**config.mk**
```make
export PLATFORM = sky130hd
export DESIGN_NAME = video_st_source
export DESIGN_NICKNAME = d
export VERILOG_FILES = /design/src/rtl/video_st_source.sv
export SDC_FILE = /design/constraint.sdc
export NUM_CORES = 1
export LEC_CHECK = 0
export ABC_AREA = 0
export CAP_MARGIN = 20
export CORE_MARGIN = 1
export CORE_UTILIZATION = 46
export CTS_CLUSTER_SIZE = 8
export DETAILED_ROUTE_END_ITERATION = 8
export HOLD_SLACK_MARGIN = 0.1
export PLACE_DENSITY = 0.83
export SLEW_MARGIN = 10
export SYNTH_ARGS = -nofsm -noshare
export SYNTH_HDL_FRONTEND = slang
export SYNTH_SLANG_ARGS = --single-unit
```
**constraint.sdc**
```tcl
create_clock -name clk_clk -period 2.4 [get_ports clk_clk]
set_input_delay 0.36 -clock clk_clk [delete_from_list [all_inputs] [get_ports clk_clk]]
set_output_delay 0.36 -clock clk_clk [all_outputs]
set_load 0.005 [all_outputs]
```
**src/rtl/video_st_source.sv**
```systemverilog
// Avalon-ST Video transmitter: frames a raw pixel stream into an optional control packet plus
// one video packet per frame. Define VIDEO_ST_CTRL_PKT_EN to build the control packet.
module video_st_source #(
    parameter int unsigned DATA_W = 12,
    parameter int unsigned WIDTH  = 640,
    parameter int unsigned HEIGHT = 480
) (
    input  logic              clk_clk,
    input  logic              reset_reset,
    input  logic [DATA_W-1:0] in_data,
    input  logic              in_valid,
    input  logic              in_sof,
    output logic              in_ready,
    output logic [DATA_W-1:0] sauce_data,
    output logic              sauce_valid,
    input  logic              sauce_ready,
    output logic              sauce_startofpacket,
    output logic              sauce_endofpacket,
    output logic [15:0]       frame_count
);

    localparam longint unsigned Total   = longint'(WIDTH) * longint'(HEIGHT);
    localparam int unsigned     CntW    = $clog2(Total + 1);
    localparam logic [CntW-1:0] LastPix = CntW'(Total - 1);

    typedef enum logic [2:0] {StIdle, StCtrlHdr, StCtrlBody, StVidHdr, StVidBody} state_e;

    state_e            state_q, state_d;
    logic [DATA_W-1:0] data_q, data_d;
    logic              valid_q, valid_d;
    logic              sop_q, sop_d;
    logic              eop_q, eop_d;
    logic [CntW-1:0]   cnt_q, cnt_d;
    logic [15:0]       frame_count_q, frame_count_d;
    logic              load;
    logic              in_ready_c;

`ifdef VIDEO_ST_CTRL_PKT_EN
    localparam logic [15:0] WidthW  = 16'(WIDTH);
    localparam logic [15:0] HeightW = 16'(HEIGHT);

    logic [3:0] idx_q, idx_d;
    logic [3:0] ctrl_nib;

    always_comb begin
        ctrl_nib = 4'h3;
        case (idx_q)
            4'd0:    ctrl_nib = WidthW[15:12];
            4'd1:    ctrl_nib = WidthW[11:8];
            4'd2:    ctrl_nib = WidthW[7:4];
            4'd3:    ctrl_nib = WidthW[3:0];
            4'd4:    ctrl_nib = HeightW[15:12];
            4'd5:    ctrl_nib = HeightW[11:8];
            4'd6:    ctrl_nib = HeightW[7:4];
            4'd7:    ctrl_nib = HeightW[3:0];
            default: ctrl_nib = 4'h3;  // interlace nibble: progressive
        endcase
    end
`endif

    // Output register only advances when empty or being drained this cycle.
    assign load = !valid_q || sauce_ready;

    always_comb begin
        state_d       = state_q;
        data_d        = data_q;
        valid_d       = valid_q;
        sop_d         = sop_q;
        eop_d         = eop_q;
        cnt_d         = cnt_q;
        frame_count_d = frame_count_q;
        in_ready_c    = 1'b0;
`ifdef VIDEO_ST_CTRL_PKT_EN
        idx_d         = idx_q;
`endif
        if (load) begin
            valid_d = 1'b0;
            sop_d   = 1'b0;
            eop_d   = 1'b0;
        end

        case (state_q)
            StIdle: begin
                // Non-sof pixels are swallowed to resync; the sof pixel waits for VID_BODY.
                in_ready_c = !(in_valid && in_sof);
                if (in_valid && in_sof) begin
`ifdef VIDEO_ST_CTRL_PKT_EN
                    state_d = StCtrlHdr;
`else
                    state_d = StVidHdr;
`endif
                end
            end
`ifdef VIDEO_ST_CTRL_PKT_EN
            StCtrlHdr: begin
                if (load) begin
                    data_d  = DATA_W'(4'hF);
                    valid_d = 1'b1;
                    sop_d   = 1'b1;
                    idx_d   = 4'd0;
                    state_d = StCtrlBody;
                end
            end
            StCtrlBody: begin
                if (load) begin
                    data_d  = DATA_W'(ctrl_nib);
                    valid_d = 1'b1;
                    eop_d   = (idx_q == 4'd8);
                    if (idx_q == 4'd8) begin
                        state_d = StVidHdr;
                    end else begin
                        idx_d = idx_q + 4'd1;
                    end
                end
            end
`endif
            StVidHdr: begin
                if (load) begin
                    data_d  = '0;
                    valid_d = 1'b1;
                    sop_d   = 1'b1;
                    cnt_d   = '0;
                    state_d = StVidBody;
                end
            end
            StVidBody: begin
                in_ready_c = load;
                if (load && in_valid) begin
                    data_d  = in_data;
                    valid_d = 1'b1;
                    if (cnt_q == LastPix) begin
                        eop_d         = 1'b1;
                        frame_count_d = frame_count_q + 16'd1;
                        state_d       = StIdle;
                    end else begin
                        cnt_d = cnt_q + 1'b1;
                    end
                end
            end
            default: state_d = StIdle;
        endcase
    end

    always_ff @(posedge clk_clk) begin
        if (reset_reset) begin
            state_q       <= StIdle;
            data_q        <= '0;
            valid_q       <= 1'b0;
            sop_q         <= 1'b0;
            eop_q         <= 1'b0;
            cnt_q         <= '0;
            frame_count_q <= '0;
`ifdef VIDEO_ST_CTRL_PKT_EN
            idx_q         <= '0;
`endif
        end else begin
            state_q       <= state_d;
            data_q        <= data_d;
            valid_q       <= valid_d;
            sop_q         <= sop_d;
            eop_q         <= eop_d;
            cnt_q         <= cnt_d;
            frame_count_q <= frame_count_d;
`ifdef VIDEO_ST_CTRL_PKT_EN
            idx_q         <= idx_d;
`endif
        end
    end

    assign in_ready            = in_ready_c && !reset_reset;
    assign sauce_data          = data_q;
    assign sauce_valid         = valid_q;
    assign sauce_startofpacket = sop_q;
    assign sauce_endofpacket   = eop_q;
    assign frame_count         = frame_count_q;

endmodule

```
# After elaboration in Yosys (flattened, before gate mapping)
# Cells that the tools add are included.
word_totals:
  output_inout_bits: 32
  in_bits: 17
  reg_bits: 53
  wordCells: 54
classes:
  n_mux: 24
  addsub: 2
  n_eq_ne: 8
  reduce_logical: 13
op_table:
  columns: ["cell", "n"]
  rows:
  - ["19-bit 2-to-1 mux", 3]
  - ["19-bit one-hot mux with 2 select lines", 1]
  - ["12-bit 2-to-1 mux", 2]
  - ["12-bit one-hot mux with 2 select lines", 1]
  - ["19-bit by 1-bit adder with 19-bit output (second input constant)", 1]
  - ["19-bit equality test (second input constant)", 1]
  - ["16-bit by 1-bit adder with 16-bit output (second input constant)", 1]
  - ["3-bit 2-to-1 mux", 4]
  - ["1-bit 2-to-1 mux", 10]
  - ["2-bit inequality test (second input constant)", 5]
  - ["3-bit one-hot mux with 3 select lines", 1]
  - ["4-bit AND reduction", 2]
  - ["3-bit AND reduction", 2]
  - ["1-bit one-hot mux with 2 select lines", 2]
  - ["3-bit by 2-bit equality test with 1-bit output (second input constant)", 1]
  - ["3-bit equality test (second input constant)", 1]
  - ["1-bit logical AND", 3]
  - ["1-bit zero test", 3]
  - ["3-bit zero test", 1]
  - ["2-bit nonzero test", 1]
  - ["1-bit logical OR", 1]

# Depth between registers and ports, before layout
# Gate-level depths: netlist of run 1.
depth:
  word_depth: 6
  depth_mapped: 8

# Worst setup path after synthesis of run 1
# Ideal clock, no wire load.
synth_path:
  path_kind: "flip-flop to flip-flop"
  startpoint: "reg cnt_q[0]"
  endpoint: "reg frame_count_q[11], in the netlist frame_count[11]"
  setup_slack_ps: -1
  period_less_slack_ps: 2401
  setup_time_ps: 121
  arrival_time_ps: 2280
  stages_incl_launch_ff: 9
  cell_sequence: "dfxtp_1 > ha_1 > nand4_2 > or3_1 > buf_2 > or4_1 > clkbuf_2 > nor2_1 > mux2_2"
synth_via:
  elab_chain_cells: 2
synth_lines:
  columns: ["item", "line_no", "text"]
  rows:
  - ["start: declaration", "33", "logic [CntW-1:0] cnt_q, cnt_d;"]
  - ["start signal: assignment", "162", "cnt_q <= cnt_d;"]
  - ["19-bit equality test", "131", "if (cnt_q == LastPix) begin"]
  - ["3-bit AND reduction (no source line)", null, null]
  - ["end signal: assignment", "163", "frame_count_q <= frame_count_d;"]
  - ["end: declaration", "34", "logic [15:0] frame_count_q, frame_count_d;"]
# No other way between the ends.
# A chain may end at the register's enable or synchronous reset.

# Final worst setup path of run 1
layout_path:
  startpoint: "reg state_q[1]"
  endpoint: "out in_ready"
layout_via:
  elab_chain_cells: 3
  word_cells_on_any_way: 4
layout_lines:
  columns: ["item", "line_no", "text"]
  rows:
  - ["start: declaration", "28", "state_e state_q, state_d;"]
  - ["start signal: assignment", "146", "state_q <= StIdle;"]
  - ["start signal: assignment", "157", "state_q <= state_d;"]
  - ["3-bit equality test / 3-bit zero test (equally long branches)", "82", "case (state_q)"]
  - ["1-bit one-hot mux with 2 select lines (*)", "82", null]
  - ["1-bit logical AND (*)", "170", "assign in_ready = in_ready_c && !reset_reset;"]
  - ["end: declaration", "13", "output logic in_ready,"]
# Every way passes the cells marked *; elsewhere a longest branch is shown, timed or not.

==> results of run 1 <==
critical path, cell delays in order (launching register included):
cell and delay (ns):
dfxtp_1 0.35, inv_1 0.09, ha_2 0.27, buf_6 0.19, a21oi_1 0.09, nor2_1 0.11
clkdlybuf4s50_1 0.52
state kept, by name, indices dropped and copies added, names as in the netlist, named ones only:
name / flops
cnt_q: 19
frame_count: 16
sauce_data: 12
sauce_endofpacket: 1
sauce_valid: 1
state_q: 2
layout make-up:
type	count	area (um2)
Clock buffer	5	68.8
Inverter	6	22.5
Clock inverter	3	46.3
Multi-Input combinational cell	222	1350
Fill cell	435	1910
Timing Repair Buffer	70	644
Tap cell	70	87.6
Sequential cell	52	1040
worst paths after layout:
path / slack [ns] / cells after the start / end
worst max register to register: 0.12 / 6 / frame_count[11]
worst max-delay path: 0.11 / 6 / in_ready
worst min register to register: 0.47 / 2 / sauce_endofpacket
worst min-delay path: 0.47 / 2 / sauce_endofpacket
synth_stat cells (5+ instances only):
cell type  number  share of area (%)
a21oi_1        13                2.6
a22oi_1        13                3.9
a31oi_1         8                2.0
a41oi_1         5                1.8
and3_1          6                1.5
clkbuf_1       17                2.6
dfxtp_1        52                 42
ha_1            5                2.5
inv_1           6               0.90
nand2_1        27                4.1
nand3_1        17                3.4
nand4_1         9                2.3
nor2_1         35                5.3
nor2b_1         6                1.5
nor4_1          7                1.8
o21ai_0        12                2.4
or3_1           7                1.8
or4_1           6                1.8
xnor2_1         7                2.5
kinds of logic after synthesis:
logic type	after synthesis	synth area share (%)
buffers and inverters	29	4.56
flip-flops	52	41.7
AO/OA/AOI/OAI	68	18.4
XOR/XNOR	11	3.86
adder cells (fa/ha/maj)	5	2.50
multiplexers	4	1.65
AND/OR/NAND/NOR	134	27.4
routing by layer:
layer / global-route usage (%) / vias to the layer above / share of wire, %
met5: 0 / - / 0
li1: - / 1214 / -
met2: 38.9 / 113 / 48
met3: 5.42 / 16 / 7.1
met4: 10.1 / 0 / 2.6
met1: 32.5 / 1160 / 42
power groups by stage:
stage	sequential (mW)	clock, mW	combinational [mW]
floorplan	0.944	0	0.338
global placement	0.943	0	0.550
detailed placement	0.946	0	0.563
CTS	0.926	0.620	0.567
global route	0.930	0.659	0.628
finish	0.927	0.613	0.581
==> results.md, run 1 <==
### Floorplan
- 48.3% — Initial Utilization
- 5170 um2 — area of the core region
- 75.7 um — die height
- 75.7 um — Die X
- 5730 um2 — Die Area
- 49 — I/O pin total
- 26 — Placement Rows

### Global route
- 24.5% — GR Util All Layers
- 0 — antenna violations before repair
- 0 — global route total overflow
- 2,253 — via count of the first global-routing pass
- 10.6 mm — wire length of the first global-routing pass
- 37 — pin count of the biggest net entering global routing

### Outcome
- finished clean — status

### Synthesis
- 52 — post-synthesis register bit count
- 0% — proportion of synthesized flip-flops having asynchronous set or reset
- 43 — count of cell types in the netlist
- 303 — number of standard cells after synthesis
- 0 — EDFF count, synth
- 325 — Synthesized Nets
- 2500 um2 — total standard cell area after synthesis
- 41.7% — fraction of the yosys area taken by sequential cells
- 0 — Synth Warn #
- 8.25 um2 — mean area per synthesized cell
- dfxtp_1 — most used flip-flop cell after synthesis

### Worst setup path
- cnt_q[1] — launch point of the worst reg-to-reg path
- state_q[1] — origin of the worst setup path
- 1.93 ns — data arrival time of the critical path
- flip-flop — critical path startpoint category
- 2.04 ns — data required time at the worst endpoint
- 15 — maximum fanout along the worst path
- primary output — sort of element at the end of the critical path
- reg2out — classification of the worst setup path

### Power
- 0.465 mV — worst voltage drop across the vdd grid
- 1.45 mW — internal portion of total power
- 27.4% — combinational power share
- 0.668 mW — net switching component of the power
- 1.11 nW — static leakage
- 28.9% — Clk pwr share
- 650 nW/um2 — ratio of total power to cell area
- 2.12 mW — Final Power
- 31.5% — switching share of power
- 43.7% — part of the total power dissipated in sequential elements

### Timing
- 0.437 GHz — timing-limited maximum frequency
- 0 — Slew Limit Fails
- 0.468 ns — Worst Hold Slack
- no — unrepaired setup endpoints after global routing
- 0 ns — accumulated negative setup slack
- 95.3% — Final period util
- 0.408 ns — Least-Margin Pin Slew
- 72.5% — headroom to the max-slew limit
- 2.29 ns — final period demand of the worst path
- 0.113 ns — minimum setup slack in the final design
- 0 — number of hold-slack violations in the final timing report
- 0.00657 ns — Max Clock Skew
- 0 — Final setup violation count

### Layout
- 51 x dfxtp_1, 47 x clkdlybuf4s50_1, 35 x nor2_1, 27 x nand2_1, 21 x buf_4 — commonest cells after routing, fill and taps aside
- 63.0% — fraction of the core area covered by cells at the end of the flow
- 30.5% — layout overhead on the synthesized area
- 379 — number of nets in the layout
- 10.3% — share of layout cells above drive strength 1
- dfxtp_1 — commonest non-fill, non-tap cell in the layout
- 0 — Antenna diodes
- 3260 um2 — final design area excluding fillers
- 428 — final non-filler cell total

### CTS
- 0 — Post-CTS Setup Inserts
- 52 — TritonCTS Sinks
- 5 — TritonCTS Buffers
- 2 — number of levels the H-tree was split into
- yes — TritonCTS clock tree
- 0 — number of resized instances in the post-cts repair step
- 0 — number of hold buffers added after CTS
- 0.10 ns — clock transition at the registers of the reported paths
- clkbuf_8 — Root Driver
- 0.31 ns — clock latency of the later-clocked register in the worst-skew pair
- 2 — buffers from clock root to sink, at most

### Detailed routing
- 0 — post-route DRC violation count
- 0 — remaining number of nets flagged by the antenna check after routing
- 4 — number of detailed-routing iterations run before antenna repair
- 6.69 mm — total length of routed wires
- 15.6 um — routed wire length per instance
- 5.85 — post-detailed-route via-to-cell ratio
- 2,503 — Vias
- 187 — count of routing violations after the opening detailed-route iteration

### Placed design
- 0.100 ns — worst setup timing slack at the placement stage
- 48 — number of I/O port buffers
- 420 — total instance count after detailed placement
- 3140 um2 — post-placement cell area
- 0.859 — placer's final routability congestion estimate
- 4.80 mm — Detailed Place HPWL

### Min path
- reg2reg — min-delay worst type
- sauce_endofpacket — hold path startpoint

### Flow run
- 0 — MaxCap Viol Count

Note: power is estimated with default switching activity, not from simulation.
==> run 2, diff against run 1 <==
Settings changed: GPL_TIMING_DRIVEN set to 0.
==> results.md, run 2 (synthesis results as in run 1) <==
### Outcome
- finished clean — status

### Detailed routing
- 5.88 — post-detailed-route via-to-cell ratio
- 6.73 mm — total length of routed wires
- 2,529 — Vias
- 0 — remaining number of nets flagged by the antenna check after routing
- 15.7 um — routed wire length per instance
- 5 — number of detailed-routing iterations run before antenna repair
- 0 — post-route DRC violation count
- 279 — count of routing violations after the opening detailed-route iteration

### Worst setup path
- 0.50 ns — Max stage delay on crit path
- cnt_q[0] — launch point of the worst reg-to-reg path
- 1.99 ns — data arrival time of the critical path
- primary output — sort of element at the end of the critical path
- reset_reset — origin of the worst setup path
- in2out — classification of the worst setup path
- clkdlybuf4s50_1 > clkbuf_4 > clkbuf_8 > clkbuf_4 > nor2_1 > clkdlybuf4s50_1 — cell-by-cell listing of the critical path
- 0.07 ns — register-to-register path setup slack
- 7 — depth of the worst register-to-register path
- input port — critical path startpoint category
- 2.04 ns — data required time at the worst endpoint
- frame_count[9] — endpoint of the worst-slack reg-to-reg timing path
- 10 — maximum fanout along the worst path
- in_ready — CP Capture Point
- clkdlybuf4s50_1 — library cell contributing the largest single delay on the critical path

### Global route
- 10.7 mm — wire length of the first global-routing pass
- 0 — global route total overflow
- 0 — antenna violations before repair
- 2,314 — via count of the first global-routing pass
- 24.7% — GR Util All Layers
- 16 — pin count of the biggest net entering global routing

### Timing
- 98.0% — Final period util
- 0 — Slew Limit Fails
- 0 — number of hold-slack violations in the final timing report
- 0.0486 ns — minimum setup slack in the final design
- 2.35 ns — final period demand of the worst path
- 29.3% — headroom to the max-slew limit
- 0 ns — accumulated negative setup slack
- 1.06 ns — Least-Margin Pin Slew
- 0.00321 ns — Max Clock Skew
- 0.425 GHz — timing-limited maximum frequency
- 0 — Final setup violation count
- 0.472 ns — Worst Hold Slack

### Layout
- 32.8% — layout overhead on the synthesized area
- 430 — final non-filler cell total
- 19 — Largest register FFs
- 10.6% — share of layout cells above drive strength 1
- 48 x dfxtp_1, 48 x clkdlybuf4s50_1, 34 x nor2_1, 27 x nand2_1, 16 x nand3_1 — commonest cells after routing, fill and taps aside
- 3320 um2 — final design area excluding fillers
- 64.2% — fraction of the core area covered by cells at the end of the flow
- 1050 um2 — area of all sequential standard cells
- 1400 um2 — multi-input gate area in the final layout
- 381 — number of nets in the layout
- cnt_q — largest register by flop count
- 426 — FILL cells
- 0 — Antenna diodes

### Power
- 653 nW/um2 — ratio of total power to cell area
- 0.441 mV — worst voltage drop across the vdd grid
- 1.11 nW — static leakage
- 2.17 mW — Final Power

### Floorplan
- 49 — I/O pin total
- 75.7 um — Die X
- 5730 um2 — Die Area
- 5170 um2 — area of the core region
- 26 — Placement Rows
- 75.7 um — die height
- 48.3% — Initial Utilization

### Placed design
- 0.855 — placer's final routability congestion estimate
- 4.72 mm — Detailed Place HPWL
- -0.572 ns — worst setup timing slack at the placement stage
- 3070 um2 — post-placement cell area
- 48 — number of I/O port buffers
- 421 — total instance count after detailed placement

### Min path
- reg2reg — min-delay worst type

### CTS
- 0.30 ns — clock latency of the later-clocked register in the worst-skew pair
- 52 — TritonCTS Sinks
- clkbuf_8 — Root Driver
- 5 — TritonCTS Buffers
- 2 — number of levels the H-tree was split into
- 2 — buffers from clock root to sink, at most
- 0.09 ns — clock transition at the registers of the reported paths
- yes — TritonCTS clock tree
- 0 — number of hold buffers added after CTS

### Flow run
- 0 — MaxCap Viol Count

run 2: cell types whose count changed in the layout (fill, tap and decap cells not counted), sizes merged:
cell           before  now
buf                23    8
inv                 7    6
clkinvlp            1    0
clkbuf              5   23
clkdlybuf4s50      47   48
run 2: cell type report:
| cell class | instances | area share (%) |
|---|---|---|
| tap | 70 | 2.64 |
| multi-input combinational | 222 | 42.1 |
| timing repair buffer | 51 | 15.2 |
| inverter | 6 | 0.679 |
| clock inverter | 1 | 0.905 |
| buffer | 21 | 3.96 |
| clock buffer | 7 | 2.90 |
| sequential | 52 | 31.7 |
run 2: how the worst min path moves through the flow:
stage | startpoint | end | depth (start not counted)
floorplan | flip-flop | flip-flop | 2
global placement | sauce_endofpacket | sauce_endofpacket | 2
detailed placement | sauce_endofpacket | sauce_endofpacket | 2
CTS | sauce_endofpacket | sauce_endofpacket | 2
global route | sauce_endofpacket | sauce_endofpacket | 2
finish | sauce_endofpacket | sauce_endofpacket | 2
run 2: critical path, delay by kind of cell:
| family | cells | cell delay, ns |
|---|---|---|
| buffers and inverters | 5 | 1.51 |
| and+or+nand+nor | 1 | 0.12 |
run 2: routing by layer:
layer | GRT usage [%] | part of all wire (%) | vias to the layer above
li1 | - | - | 1221
met1 | 31.9 | 44 | 1189
met2 | 40.9 | 48 | 103
met3 | 4.76 | 5.8 | 16
met4 | 9.67 | 2.2 | 0
met5 | 0 | 0 | -
run 2: report_power, final:
group          switching (mW)  leakage, nW  internal (mW)
Clock                   0.284       0.0645          0.368
Sequential             0.0270        0.422          0.899
Combinational           0.356        0.623          0.235
run 2: repair_timing:
| item | CTS | global route |
|---|---|---|
| buffers inserted | 2 | 1 |
| hold endpoints to repair | 0 | 0 |
| gates resized for setup | 21 | 21 |
| endpoints found under the setup margin | 16 | 17 |
